## config.mk

```make
export PLATFORM = sky130hd
export DESIGN_NAME = count_monitor
export DESIGN_NICKNAME = d
export VERILOG_FILES = /design/src/rtl/count_monitor.sv
export SDC_FILE = /design/constraint.sdc
export NUM_CORES = 1
export LEC_CHECK = 0
export BUFFER_PORTS_ARGS = -buffer_cell sky130_fd_sc_hd__buf_2
export CORE_MARGIN = 2
export CORE_UTILIZATION = 53
export DETAILED_ROUTE_END_ITERATION = 10
export PLACE_DENSITY = 0.83
export SYNTH_ARGS = -nofsm -noshare
export SYNTH_HDL_FRONTEND = slang
export SYNTH_SLANG_ARGS = --single-unit
```

## constraint.sdc

```tcl
create_clock -name clk -period 2.15 [get_ports clk]
set_input_delay 0 -clock clk [delete_from_list [all_inputs] [get_ports clk]]
set_output_delay 0 -clock clk [all_outputs]
set_load 0.1 [all_outputs]
```

## src/rtl/count_monitor.sv

```systemverilog
// -----------------------------------------------------------------------------
// count_monitor
//
// Integrity checker for a free-running up-counter interface (en, count).
// Every cycle it predicts the next count from the previous sample:
//    expected = prev + prev_en  (mod 2^WIDTH)
// This covers both hold (en low) and wrap-around. After LOCK_CNT consecutive
// correct samples the monitor locks (TRACK). Once locked, each mismatch pulses
// `error` and bumps a saturating error counter. ERR_LIMIT consecutive
// mismatches move it to a sticky FAULT state that only rst/clr can leave.
//
// Parameters
//    WIDTH     : width of the monitored count
//    LOCK_CNT  : consecutive matches needed to lock        (1..15)
//    ERR_LIMIT : consecutive mismatches in TRACK -> FAULT  (1..15)
//    ECW       : width of the error counter
//
// Ports
//    clk       : system clock, rising edge
//    rst       : synchronous active-high reset
//    en        : counter enable (same net that drives the counter)
//    count     : counter output being monitored
//    clr       : synchronous clear, behaves as rst (rst has priority)
//    locked    : high while in TRACK
//    error     : one-cycle pulse per mismatch detected in TRACK
//    fault     : high while in FAULT
//    err_count : saturating count of mismatches detected in TRACK
//    expected  : prediction for the current cycle's count
// -----------------------------------------------------------------------------
module count_monitor #(
   parameter int unsigned WIDTH     = 5,
   parameter int unsigned LOCK_CNT  = 4,
   parameter int unsigned ERR_LIMIT = 3,
   parameter int unsigned ECW       = 8
) (
   input  logic             clk,
   input  logic             rst,
   input  logic             en,
   input  logic [WIDTH-1:0] count,
   input  logic             clr,
   output logic             locked,
   output logic             error,
   output logic             fault,
   output logic [ECW-1:0]   err_count,
   output logic [WIDTH-1:0] expected
);

   typedef enum logic [1:0] {
      S_IDLE,
      S_SYNC,
      S_TRACK,
      S_FAULT
   } state_t;

   // Run counters are 4 bits; one extra bit on the increment makes the
   // "would reach the limit" compare free of wrap-around.
   localparam logic [4:0] LOCK_V = 5'(LOCK_CNT);
   localparam logic [4:0] ERR_V  = 5'(ERR_LIMIT);

   state_t           state;
   state_t           state_n;
   logic [WIDTH-1:0] prev;
   logic             prev_en;
   logic [3:0]       good_run;
   logic [3:0]       good_run_n;
   logic [3:0]       bad_run;
   logic [3:0]       bad_run_n;
   logic [ECW-1:0]   err_count_n;
   logic             error_n;
   logic [4:0]       good_inc;
   logic [4:0]       bad_inc;
   logic             match;

   // ---------------------------------------------------------------------------
   // State and data registers
   // ---------------------------------------------------------------------------
   always_ff @(posedge clk) begin
      if (rst || clr) begin
         state     <= S_IDLE;
         prev      <= '0;
         prev_en   <= 1'b0;
         good_run  <= '0;
         bad_run   <= '0;
         err_count <= '0;
         error     <= 1'b0;
      end else begin
         state     <= state_n;
         prev      <= count;
         prev_en   <= en;
         good_run  <= good_run_n;
         bad_run   <= bad_run_n;
         err_count <= err_count_n;
         error     <= error_n;
      end
   end

   // ---------------------------------------------------------------------------
   // Prediction. prev/prev_en are zero throughout IDLE, so expected reads 0
   // there without special-casing.
   // ---------------------------------------------------------------------------
   always_comb begin
      expected = prev + {{(WIDTH-1){1'b0}}, prev_en};
      match    = (count == expected);
   end

   // ---------------------------------------------------------------------------
   // Next-state and run/error bookkeeping
   // ---------------------------------------------------------------------------
   always_comb begin
      state_n     = state;
      good_run_n  = good_run;
      bad_run_n   = bad_run;
      err_count_n = err_count;
      error_n     = 1'b0;
      good_inc    = {1'b0, good_run} + 5'd1;
      bad_inc     = {1'b0, bad_run} + 5'd1;

      unique case (state)
         S_IDLE: begin
            // One capture cycle; no compare because prev is not yet valid.
            state_n = S_SYNC;
         end

         S_SYNC: begin
            if (match) begin
               if (good_inc >= LOCK_V) begin
                  state_n    = S_TRACK;
                  good_run_n = '0;
               end else begin
                  good_run_n = good_inc[3:0];
               end
            end else begin
               good_run_n = '0;
            end
         end

         S_TRACK: begin
            if (match) begin
               bad_run_n = '0;
            end else begin
               error_n = 1'b1;
               if (err_count != '1) begin
                  err_count_n = err_count + ECW'(1);
               end
               // The final pulse and count increment still occur on the
               // transition into FAULT.
               bad_run_n = bad_inc[3:0];
               if (bad_inc >= ERR_V) begin
                  state_n = S_FAULT;
               end
            end
         end

         S_FAULT: begin
            // Sticky; only rst/clr leave. Counters frozen.
            state_n = S_FAULT;
         end

         default: begin
            state_n = S_IDLE;
         end
      endcase
   end

   // ---------------------------------------------------------------------------
   // Status outputs decoded from the registered state
   // ---------------------------------------------------------------------------
   always_comb begin
      locked = (state == S_TRACK);
      fault  = (state == S_FAULT);
   end

endmodule

```

==> After elaboration in Yosys (flattened, before gate mapping) <==
Index checks and enable logic that the tools add are counted.
Widths: inputs -> output; s select.
{ "word_totals": {"register_bits": 25, "latch_bits": 0, "ram_bits": 0, "romBits": 0, "out_inout_bits": 16, "word_cells": 38, "memories": 0} }
{ "op_classes": {"addsub": 4, "multipliers": 0, "div": 0, "n_lt_le_gt_ge": 2, "n_eq_ne": 9, "shifts": 0, "muxes": 9, "bitwise_logic": 2, "n_reduce_logical": 5} }
{ "op_table": {"columns": ["cell", "count"], "rows": [
  ["$mux 4", 3],
  ["$add 4x1->5 const B", 2],
  ["$add 8x1->8 const B", 1],
  ["$mux 2", 4],
  ["$ne 8x8->1 const B", 1],
  ["$pmux 2 s4", 1],
  ["$ne 2x2->1 const B", 3],
  ["$add 5x1->5", 1],
  ["$eq 5x5->1", 1],
  ["$ge 5x2->1 const B", 1],
  ["$ge 5x3->1 const B", 1],
  ["$eq 2x2->1 const B", 2],
  ["$reduce_and 4->1", 1],
  ["$reduce_and 3->1", 1],
  ["$eq 2x1->1 const B", 1],
  ["$logic_not 2->1", 1],
  ["$ne 2x1->1 const B", 1],
  ["$not 1->1", 2],
  ["$reduce_or 2->1", 1],
  ["$logic_or 1x1->1", 1],
  ["$mux 1", 1]
]} }

==> Longest topological paths before layout <==
Gate-level depths: netlist of the first run.
{ "logic_depth": {"word_depth": 5, "ltp_mapped": 9, "mapped_depth_nobuf": 7} }

==> Least setup slack after synthesis of the first run <==
OpenSTA, ideal clock, no wires.
{ "synth_path": {"path_kind": "register to register", "start": "register prev[0]", "end": "register err_count[3]", "setup_time_ns": 0.070, "t_arrival_ns": 2.418, "t_required_ns": 2.080, "setup_slack_ns": -0.339, "path_stages_with_launch": 10, "path_buffers": 2, "synth_period_minus_slack_ns": 2.489, "cell_sequence": "dfxtp_1 ha_1 ha_1 xor2_1 nor3_1 and3_4 buf_6 buf_4 o21ai_0 a21oi_1"} }
{ "synth_via": {"elab_chain_len": 4} }
{ "synth_lines": {"columns": ["element", "line_no", "text"], "rows": [
  ["start, declared", "62", "logic [WIDTH-1:0] prev;"],
  ["start signal, assigned", "88", "prev <= count;"],
  ["$add 5x1->5", "102", "expected = prev + {{(WIDTH-1){1'b0}}, prev_en};"],
  ["net expected[1]", "45", "output logic [WIDTH-1:0] expected"],
  ["$eq 5x5->1", "103", "match = (count == expected);"],
  ["$not 1->1 (no source line)", null, null],
  ["$reduce_and 3->1 (no source line)", null, null],
  ["end signal, assigned", "92", "err_count <= err_count_n;"],
  ["end, declared", "44", "output logic [ECW-1:0] err_count,"]
]} }
The timed path passes the listed nets, and every way through them passes these cells.
A chain may end at the register's enable or synchronous reset.

==> Worst setup path in the final report of the first run <==
{ "layout_path": {"start": "register prev[0]", "end": "register err_count[7]"} }
{ "layout_via": {"elab_chain_len": 4} }
{ "layout_lines": {"columns": ["element", "line_no"], "rows": [
  ["$add 5x1->5", "102"],
  ["$eq 5x5->1", "103"],
  ["$not 1->1 (no source line)", null],
  ["$reduce_and 3->1 (no source line)", null]
]} }
No other way between the ends.

==> impl_metrics.yaml, run 1 <==
sta:
  report.final.hold_viol_count: 0
  rsz0062_at_grt: "no"
  maxSlewHeadroom_pct: 67.3
  finClkSkew_ns: 0.00994
  slew_violations: 0
  period_needed_ns: 2.03
  clock.fmax_mhz: 493
  hold_slack_ns: 0.110
  worst_pin_slew_ns: 0.494
  setup_tns_ns: 0
  final-setup-viol-count: 0
  fin_crit_sh_pct: 94.4
pwr:
  p_switching_mw: 0.232
  power_density_nw_per_um2: 538
  p_int_mw: 0.578
  comb_power_share_pct: 12.7
  leakagePower_nw: 0.665
  vdd_drop_max_mv: 0.469
  clkPwrFrac_pct: 28.7
  seqPwrFrac_pct: 58.6
  sw_frac_of_total_pct: 28.6
drt:
  drt-pass1-iter-count: 4
  avgRoutedWirePerCell_um: 13.9
  met3WireLength_um: 89
  ant_nets: 0
  wirelength_um: 2740
  wl_met1_um: 1120
  dr_total_vias: 1121
  wl_met2_um: 1500
  highest_layer: "met4"
  via_per_inst: 5.69
  drt-initial-drc-count: 22
  drc_errors: 0
yosys:
  async_flop_share_pct: 0
  synth_area_leader_cell: "dfxtp_1"
  seq_area_frac_synth_pct: 40.0
  synth.area.top_cells: "dfxtp_1 40%, ha_1 7.0%, nand3_1 4.4%"
  syn_nets: 156
  synthFlopType: "dfxtp_1"
  yosys.cell_types.count: 35
  synth_seq_cells: 25
  synthCells: 140
  synth_warnings: 0
  avgSynthCellArea_um2: 8.93
  synth_edf_count: 0
  synth_top_area_share_pct: 40.0
  synth_area_um2: 1250
floorplanning:
  dieArea_um2: 2760
  die_height_um: 52.6
  initial_utilization_pct: 56.5
  die_w_um: 52.6
  core_area_um2: 2210
  rows: 17
  num_io_pins: 25
clock_tree:
  cts_inserted_buffers: 3
  root_buffer: "clkbuf_4"
  path_clk_slew_ns: 0.15
  clock_tree.buffer_depth: 2
  insertion_delay_ns: 0.34
  cts.sinks: 25
  h-tree-depth: 1
  cts_tree: "done"
min_path:
  hp-class: "in2reg"
critical_path:
  setup.worst_path.end_class: "register"
  cp_data_required_time_ns: 2.43
  setup.worst_path.class: "reg2reg"
  worstPathArrival_ns: 2.31
  crit_fanout: 20
  start_kind: "register"
final_layout:
  nNetsFinal: 186
  synthToLayoutAreaGrowth_pct: 20.3
  drive_above_1_share_pct: 24.3
  diodes: 0
  final_common_cell: "buf_2"
  final_cells: 197
  layout_common_cells: "24 x buf_2, 23 x dfxtp_1, 12 x nand2_1, 10 x nand3_1, 9 x a21oi_1"
placement:
  hpwl_um: 1900
  routabilityCongestion: 0.714
  port_buffers: 24
  place_inst: 187
flow_run:
  drv_cap: 0
status:
  status: "finished clean"
global_route:
  grt_pass1_wl_um: 4310
  grt_max_degree: 21
  grt.total_usage_pct: 21.2
  grt_overflow: 0
  antenna_found_initial: 0
  grt_pass1_vias: 1046
==> through the flow <==
step / utilization [%] / instance area [um^2] / setup WS (ns) / power (mW)
finish: 68.0 / 1500 / 0.121 / 0.809
global route: 68.0 / 1500 / 0.00323 / 0.833
CTS: 67.6 / 1500 / 0.102 / 0.801
detailed placement: 63.5 / 1410 / 0.149 / 0.577
global placement: 63.5 / 1410 / 0.241 / 0.575
floorplan: - / 1280 / 0.0398 / 0.560
==> area by class of cell <==
type,instances,area [um^2]
flip-flops and latches,25,503
clock inverters,1,7.51
multi-input cells,106,736
clock buffers,3,22.5
well taps,28,35.0
repair buffers,31,188
fillers,182,708
inverters,3,12.5
==> worst paths after layout <==
check,from,to,slack [ns],cells past startpoint
max,prev[0],err_count[7],0.12,7
min,rst,bad_run[0],0.11,5
max reg2reg,prev[0],err_count[7],0.12,7
min reg2reg,state[1],state[1],0.51,2
==> power by group through the flow <==
| stage | clock, mW | sequential, mW | combinational (mW) |
|---|---|---|---|
| 2_1_floorplan | 0 | 0.483 | 0.0771 |
| 3_3_place_gp | 0 | 0.484 | 0.0911 |
| 3_5_place_dp | 0 | 0.484 | 0.0930 |
| 4_1_cts | 0.225 | 0.474 | 0.102 |
| 5_1_grt | 0.248 | 0.475 | 0.109 |
| 6_report | 0.232 | 0.474 | 0.103 |
==> worst max-delay path, stage by stage, from the launching register on <==
cell and delay [ns]:
dfxtp_1 0.33, ha_2 0.19, ha_4 0.17, xor3_1 0.28
nor3_1 0.06, and3_4 0.24, or4_1 0.54, a21oi_2 0.15
==> per-layer routing <==
layer,vias to the layer above,global-route usage (%)
met5,-,0
met1,536,22.5
met2,25,41.0
met4,0,6.41
li1,558,-
met3,2,4.29
==> synth_stat cells (3+ instances only) <==
cell / count
clkbuf_1: 4
nand3_1: 11
o21ai_0: 8
xor2_1: 4
a31oi_1: 3
dfxtp_1: 25
a21oi_1: 10
nand2_1: 12
nor2_1: 6
and2_1: 7
nand3b_1: 3
xnor2_1: 3
ha_1: 7
and3_1: 6
or3_1: 5
==> sequential cells by signal (all words and copies together), names as in the netlist <==
signal     cells
prev_en        1
error          1
bad_run        4
good_run       4
state          2
prev           5
err_count      8
==> cells by family after synthesis <==
group           count (synthesis)  synth area share (%)
compound gates                 30                  14.6
flops                          25                  40.0
buf+inv                         9                  3.60
fa+ha+maj                       7                  7.01
simple gates                   60                  26.1
xor+xnor                        9                  8.61
==> what timing repair did <==
action | CTS | global route
hold endpoints to repair | 6 | 0
gates resized for setup | 0 | 2
hold buffers | 6 | 0
setup endpoints to repair | 0 | 1
setup buffers | 0 | 0
Power figures use the tool's default switching activity.
==> inputs of run 2 (changes only) <==
--- a/config.mk
+++ b/config.mk
@@ -6,6 +6,7 @@
 export NUM_CORES = 1
 export LEC_CHECK = 0
 export BUFFER_PORTS_ARGS = -buffer_cell sky130_fd_sc_hd__buf_2
+export CORE_ASPECT_RATIO = 0.8
 export CORE_MARGIN = 2
 export CORE_UTILIZATION = 53
 export DETAILED_ROUTE_END_ITERATION = 10
==> constraint.sdc (replaced) <==
create_clock -name clk -period 2.15 [get_ports clk]
set_input_delay 0.215 -clock clk [delete_from_list [all_inputs] [get_ports clk]]
set_output_delay 0.215 -clock clk [all_outputs]
set_load 0.1 [all_outputs]
==> run 2 against run 1 <==
Net effect:
- register-to-register slack about the same
- non-clock buffer count decreased by 6
- maximum frequency increased by 0.18%
==> impl_metrics.yaml, run 2 (synthesized netlist as in run 1, its figures left out) <==
status:
  status: "finished clean"
final_layout:
  layout_common_cells: "24 x dfxtp_1, 24 x buf_2, 12 x nand2_1, 10 x nand3_1, 9 x a21oi_1"
  largest_reg_flops: 8
  diodes: 0
  final_core_util_pct: 66.0
  drive_above_1_share_pct: 25.2
  reg.largest.list: "err_count: 8 flops, prev: 5 flops"
  nNetsFinal: 180
  regMostFlops: "err_count"
  final_cells: 188
  synthToLayoutAreaGrowth_pct: 16.0
sta:
  hold_slack_ns: 0.0915
  fin_crit_sh_pct: 94.2
  finClkSkew_ns: 0.00805
  maxSlewHeadroom_pct: 67.8
  report.final.hold_viol_count: 0
  setup_slack_ns: 0.125
  slew_violations: 0
  final-setup-viol-count: 0
  clock.fmax_mhz: 494
  setup_tns_ns: 0
  worst_pin_slew_ns: 0.487
  period_needed_ns: 2.03
  rsz0062_at_grt: "no"
pwr:
  vdd_drop_max_mv: 0.413
  power_density_nw_per_um2: 537
  leakagePower_nw: 0.640
placement:
  place_worst_setup_slack_ns: 0.0614
  place_inst: 184
  hpwl_um: 1850
  port_buffers: 24
  routabilityCongestion: 0.766
global_route:
  grt_pass1_vias: 899
  grt_pass1_wl_um: 3850
  antenna_found_initial: 0
  grt_overflow: 0
  grt.total_usage_pct: 19.2
  grt_max_degree: 21
floorplanning:
  core_area_um2: 2200
  rows: 15
  die_height_um: 47.4
  num_io_pins: 25
  initial_utilization_pct: 56.9
  die_w_um: 58.3
  dieArea_um2: 2770
critical_path:
  worstPathArrival_ns: 2.29
  slowest_delay_ns: 0.53
  crit_fanout: 20
  setup.worst_path.end_class: "register"
  start_kind: "register"
  cp_num_buf_inv: 0
  setup.worst_path.class: "reg2reg"
  path_cells: "ha_2 -> and3_1 -> xnor3_1 -> and3_4 -> or4_1 -> a21oi_2"
  cpLargestDelayFamily: "simple AND/OR/NAND/NOR gates"
  critPathSlowestCell: "or4_1"
  cp_data_required_time_ns: 2.41
drt:
  drc_errors: 0
  ant_nets: 0
  via_per_inst: 5.79
  drt-initial-drc-count: 41
  wirelength_um: 2640
  avgRoutedWirePerCell_um: 14.1
  drt-pass1-iter-count: 4
  dr_total_vias: 1088
clock_tree:
  postCtsSetupBuffers: 0
  cts_inserted_buffers: 3
  root_buffer: "clkbuf_4"
  clock_tree.buffer_depth: 2
  cts.sinks: 25
  insertion_delay_ns: 0.32
  ctsHoldBuffers: 0
  path_clk_slew_ns: 0.13
  cts_resized: 0
  cts_tree: "done"
  h-tree-depth: 1
min_path:
  hp-class: "in2reg"
flow_run:
  drv_cap: 0
==> run 2: changes by cell type in the layout (fill, tap and decap cells not counted), sizes merged <==
cell / change
dlygate4sd3: -6
clkbuf: +1
clkinvlp: -1
==> run 2: stage by stage <==
step	cell area, um^2	total power [mW]
after floorplan	1280	0.560
after global placement	1410	0.575
after detailed placement	1410	0.578
after CTS	1430	0.784
after global routing	1450	0.805
final	1450	0.779
==> run 2: area by class of cell <==
| cell class | instances | area (um^2) |
|---|---|---|
| fill | 181 | 746 |
| tap | 25 | 31.3 |
| inverter | 3 | 12.5 |
| multi-input combinational | 106 | 751 |
| sequential | 25 | 502 |
| clock buffer | 4 | 26.3 |
| timing repair buffer | 25 | 128 |
==> run 2: path summary, 6_finish.rpt <==
path              cells past startpoint  slack (ns)            to   startpoint
setup / recovery                      6        0.12  err_count[7]      prev[0]
hold / removal                        2        0.09       prev_en           en
setup reg to reg                      6        0.12  err_count[7]      prev[0]
hold reg to reg                       1        0.50   good_run[3]  good_run[3]
==> run 2: per-layer routing <==
metal / GRT usage, % / share of wire [%] / vias to the layer above
li1: - / - / 542
met1: 21.9 / 43 / 515
met2: 35.7 / 52 / 27
met3: 5.41 / 4.2 / 4
met4: 6.05 / 0.72 / 0
met5: 0 / 0 / -
==> run 2: power breakdown <==
| group | leakage, nW | internal (mW) | total (mW) | switching [mW] |
|---|---|---|---|---|
| logic | 0.422 | 0.0301 | 0.0945 | 0.0644 |
| clock network | 0.0150 | 0.0726 | 0.210 | 0.137 |
| registers | 0.203 | 0.469 | 0.475 | 0.00598 |
==> run 2: worst register-to-register path: cells and delay by family, from the launching register on <==
kind            cells  cell delay [ns]
xor+xnor            1             0.27
fa+ha+maj           1             0.20
simple gates        3             1.01
compound gates      1             0.15
flops               1             0.35
==> inputs of run 3 (changes only) <==
--- a/config.mk
+++ b/config.mk
@@ -5,12 +5,13 @@
 export SDC_FILE = /design/constraint.sdc
 export NUM_CORES = 1
 export LEC_CHECK = 0
+export ABC_AREA = 1
 export BUFFER_PORTS_ARGS = -buffer_cell sky130_fd_sc_hd__buf_2
 export CORE_ASPECT_RATIO = 0.8
 export CORE_MARGIN = 2
-export CORE_UTILIZATION = 53
+export CORE_UTILIZATION = 54
 export DETAILED_ROUTE_END_ITERATION = 10
-export PLACE_DENSITY = 0.83
+export PLACE_DENSITY = 0.84
 export SYNTH_ARGS = -nofsm -noshare
 export SYNTH_HDL_FRONTEND = slang
 export SYNTH_SLANG_ARGS = --single-unit
==> run 3 against run 2 <==
Net effect:
- first-iteration DRC count is 20% lower
- combinational power grew 29%
- critical path depth fell by 1
- synthesized area up 11%
- design area grew 9.1%
- wire length is 2.6% lower
- maximum frequency rose by 1.7%
- synthesized cell count grew 36%
- count of clock-buffer cells in the layout is 1 lower
- critical endpoint is now expected[4]
- largest cell class unchanged
==> impl_metrics.yaml, run 3 <==
status:
  status: "finished clean"
yosys:
  synth_common_cells: "41 x nand2_1, 30 x inv_1, 25 x dfxtp_1"
  synth_area_leader_cell: "dfxtp_1"
  synth_top_area_share_pct: 36.2
  synthFlopType: "dfxtp_1"
  synth.area.top_cells: "dfxtp_1 36%, nand2_1 11%, inv_1 8.1%"
  async_flop_share_pct: 0
  yosys.cell_types.count: 28
  yosysMostFrequentCell: "nand2_1"
  seq_area_frac_synth_pct: 36.2
  synthCells: 190
  syn_nets: 206
  synth_seq_cells: 25
  synth_edf_count: 0
  avgSynthCellArea_um2: 7.28
  synth_area_um2: 1380
  synth_warnings: 0
global_route:
  grt_pass1_wl_um: 4610
  grt_pass1_vias: 1137
  busiest_layer: "met2"
  grt.total_usage_pct: 19.9
  use_met2_pct: 31.2
  use_met3_pct: 6.10
  met1_usage_pct: 26.1
  antenna_found_initial: 0
  grt_overflow: 0
  grt_max_degree: 18
sta:
  slew_violations: 0
  hold_slack_ns: 0.0919
  final-setup-viol-count: 0
  maxSlewHeadroom_pct: 67.4
  setup_tns_ns: 0
  clock.fmax_mhz: 502
  report.final.hold_viol_count: 0
  period_needed_ns: 1.99
  worst_pin_slew_ns: 0.486
  rsz0062_at_grt: "no"
  setup_slack_ns: 0.158
  fin_crit_sh_pct: 92.6
  finClkSkew_ns: 0.0114
clock_tree:
  clock_tree.buffer_depth: 2
  cts.sinks: 25
  cts_tree: "done"
  h-tree-depth: 1
  ctsHoldBuffers: 0
  root_buffer: "clkbuf_4"
  postCtsSetupBuffers: 0
  path_clk_slew_ns: 0.14
  insertion_delay_ns: 0.32
  cts_resized: 0
  cts_inserted_buffers: 3
placement:
  hpwl_um: 2000
  port_buffers: 24
  routabilityCongestion: 0.818
  place_worst_setup_slack_ns: 0.350
drt:
  via_per_inst: 4.92
  dr_total_vias: 1245
  ant_nets: 0
  drt-pass1-iter-count: 4
  drc_errors: 0
  wirelength_um: 2570
  avgRoutedWirePerCell_um: 10.2
  drt-initial-drc-count: 33
critical_path:
  path_cells: "ha_1 -> ha_2 -> nand4_1 -> nand2_2 -> buf_2"
  crit_fanout: 4
  cp_data_required_time_ns: 1.93
  cpLargestDelayFamily: "adder cells"
  critPathSlowestCell: "buf_2"
  slowest_delay_ns: 0.42
  setup.worst_path.end_class: "primary output"
  rrSetupSlack_ns: 0.33
  worstPathArrival_ns: 1.78
  start_kind: "register"
  setup.worst_path.class: "reg2out"
  cp_num_buf_inv: 1
floorplanning:
  num_io_pins: 25
  initial_utilization_pct: 56.7
  rows: 16
  dieArea_um2: 2990
  die_height_um: 49.3
  core_area_um2: 2440
  die_w_um: 60.6
final_layout:
  largest_reg_flops: 8
  regMostFlops: "err_count"
  reg.largest.list: "err_count: 8 flops, prev: 5 flops"
  layout_common_cells: "40 x nand2_1, 30 x inv_1, 24 x buf_2, 23 x dfxtp_1, 19 x nor2_1"
  diodes: 0
  final_common_cell: "nand2_1"
  nNetsFinal: 234
  synthToLayoutAreaGrowth_pct: 14.4
  drive_above_1_share_pct: 21.7
  nFillCells: 238
  final_core_util_pct: 64.8
pwr:
  power_density_nw_per_um2: 510
  vdd_drop_max_mv: 0.426
  leakagePower_nw: 0.744
flow_run:
  drv_cap: 0
min_path:
  hp-class: "in2reg"
==> run 3: cell count changes in the layout (fill, tap and decap cells not counted), sizes merged, moves of 6 or more <==
| cell | change |
|---|---|
| and2 | -6 |
| and3 | -7 |
| inv | +29 |
| nand2 | +32 |
| nand3 | +7 |
| nand4 | +8 |
| nor2 | +15 |
==> run 3: worst paths after layout <==
path / from / to / depth (start not counted)
worst max-delay path: prev_en / expected[4] / 5
worst min-delay path: en / prev_en / 3
worst max register to register: prev[0] / err_count[4] / 9
worst min register to register: good_run[3] / good_run[3] / 2
==> run 3: routing by layer <==
metal	routed length [um]	vias to the layer above	part of all wire, %
met5	0	-	0
met4	20	0	0.78
met3	109	4	4.2
met2	1190	23	46
met1	1250	554	49
li1	-	664	-
==> run 3: cell type report <==
class                           count  area (um^2)  area share [%]
Tap cell                           36         45.0            2.85
Multi-Input combinational cell    131          759            48.0
Clock buffer                        3         22.5            1.42
Sequential cell                    25          503            31.8
Timing Repair Buffer               25          128            8.06
Inverter                           32          120            7.59
Clock inverter                      1         5.00           0.316
==> run 3: cells by family after synthesis <==
| logic type | Yosys count | share of synthesized area, % |
|---|---|---|
| AOI/OAI and AO/OA | 15 | 5.97 |
| DFF | 25 | 36.2 |
| adders and majority gates | 7 | 6.33 |
| buffers and inverters | 34 | 9.31 |
| and+or+nand+nor | 101 | 37.2 |
| xor gates and xnor gates | 8 | 5.06 |
==> run 3: metrics by stage <==
| stage | instance area (um^2) | total power [mW] | instances |
|---|---|---|---|
| floorplan | 1390 | 0.585 | 190 |
| global placement | 1560 | 0.608 | 249 |
| detailed placement | 1560 | 0.609 | 249 |
| CTS | 1580 | 0.817 | 253 |
| global route | 1580 | 0.856 | 253 |
| finish | 1580 | 0.807 | 253 |
==> run 3: worst register-to-register path, delay by kind of cell, from the launching register on <==
| kind | cells | cell delay (ns) |
|---|---|---|
| adder cells (fa/ha/maj) | 2 | 0.59 |
| flip-flops | 1 | 0.33 |
| AND/OR/NAND/NOR | 5 | 0.61 |
| AO/OA/AOI/OAI | 1 | 0.12 |
| XOR/XNOR | 1 | 0.11 |
==> run 3: where the power goes <==
group	internal (mW)	switching, mW
Combinational	0.0305	0.0912
Sequential	0.470	0.00612
Clock	0.0697	0.139
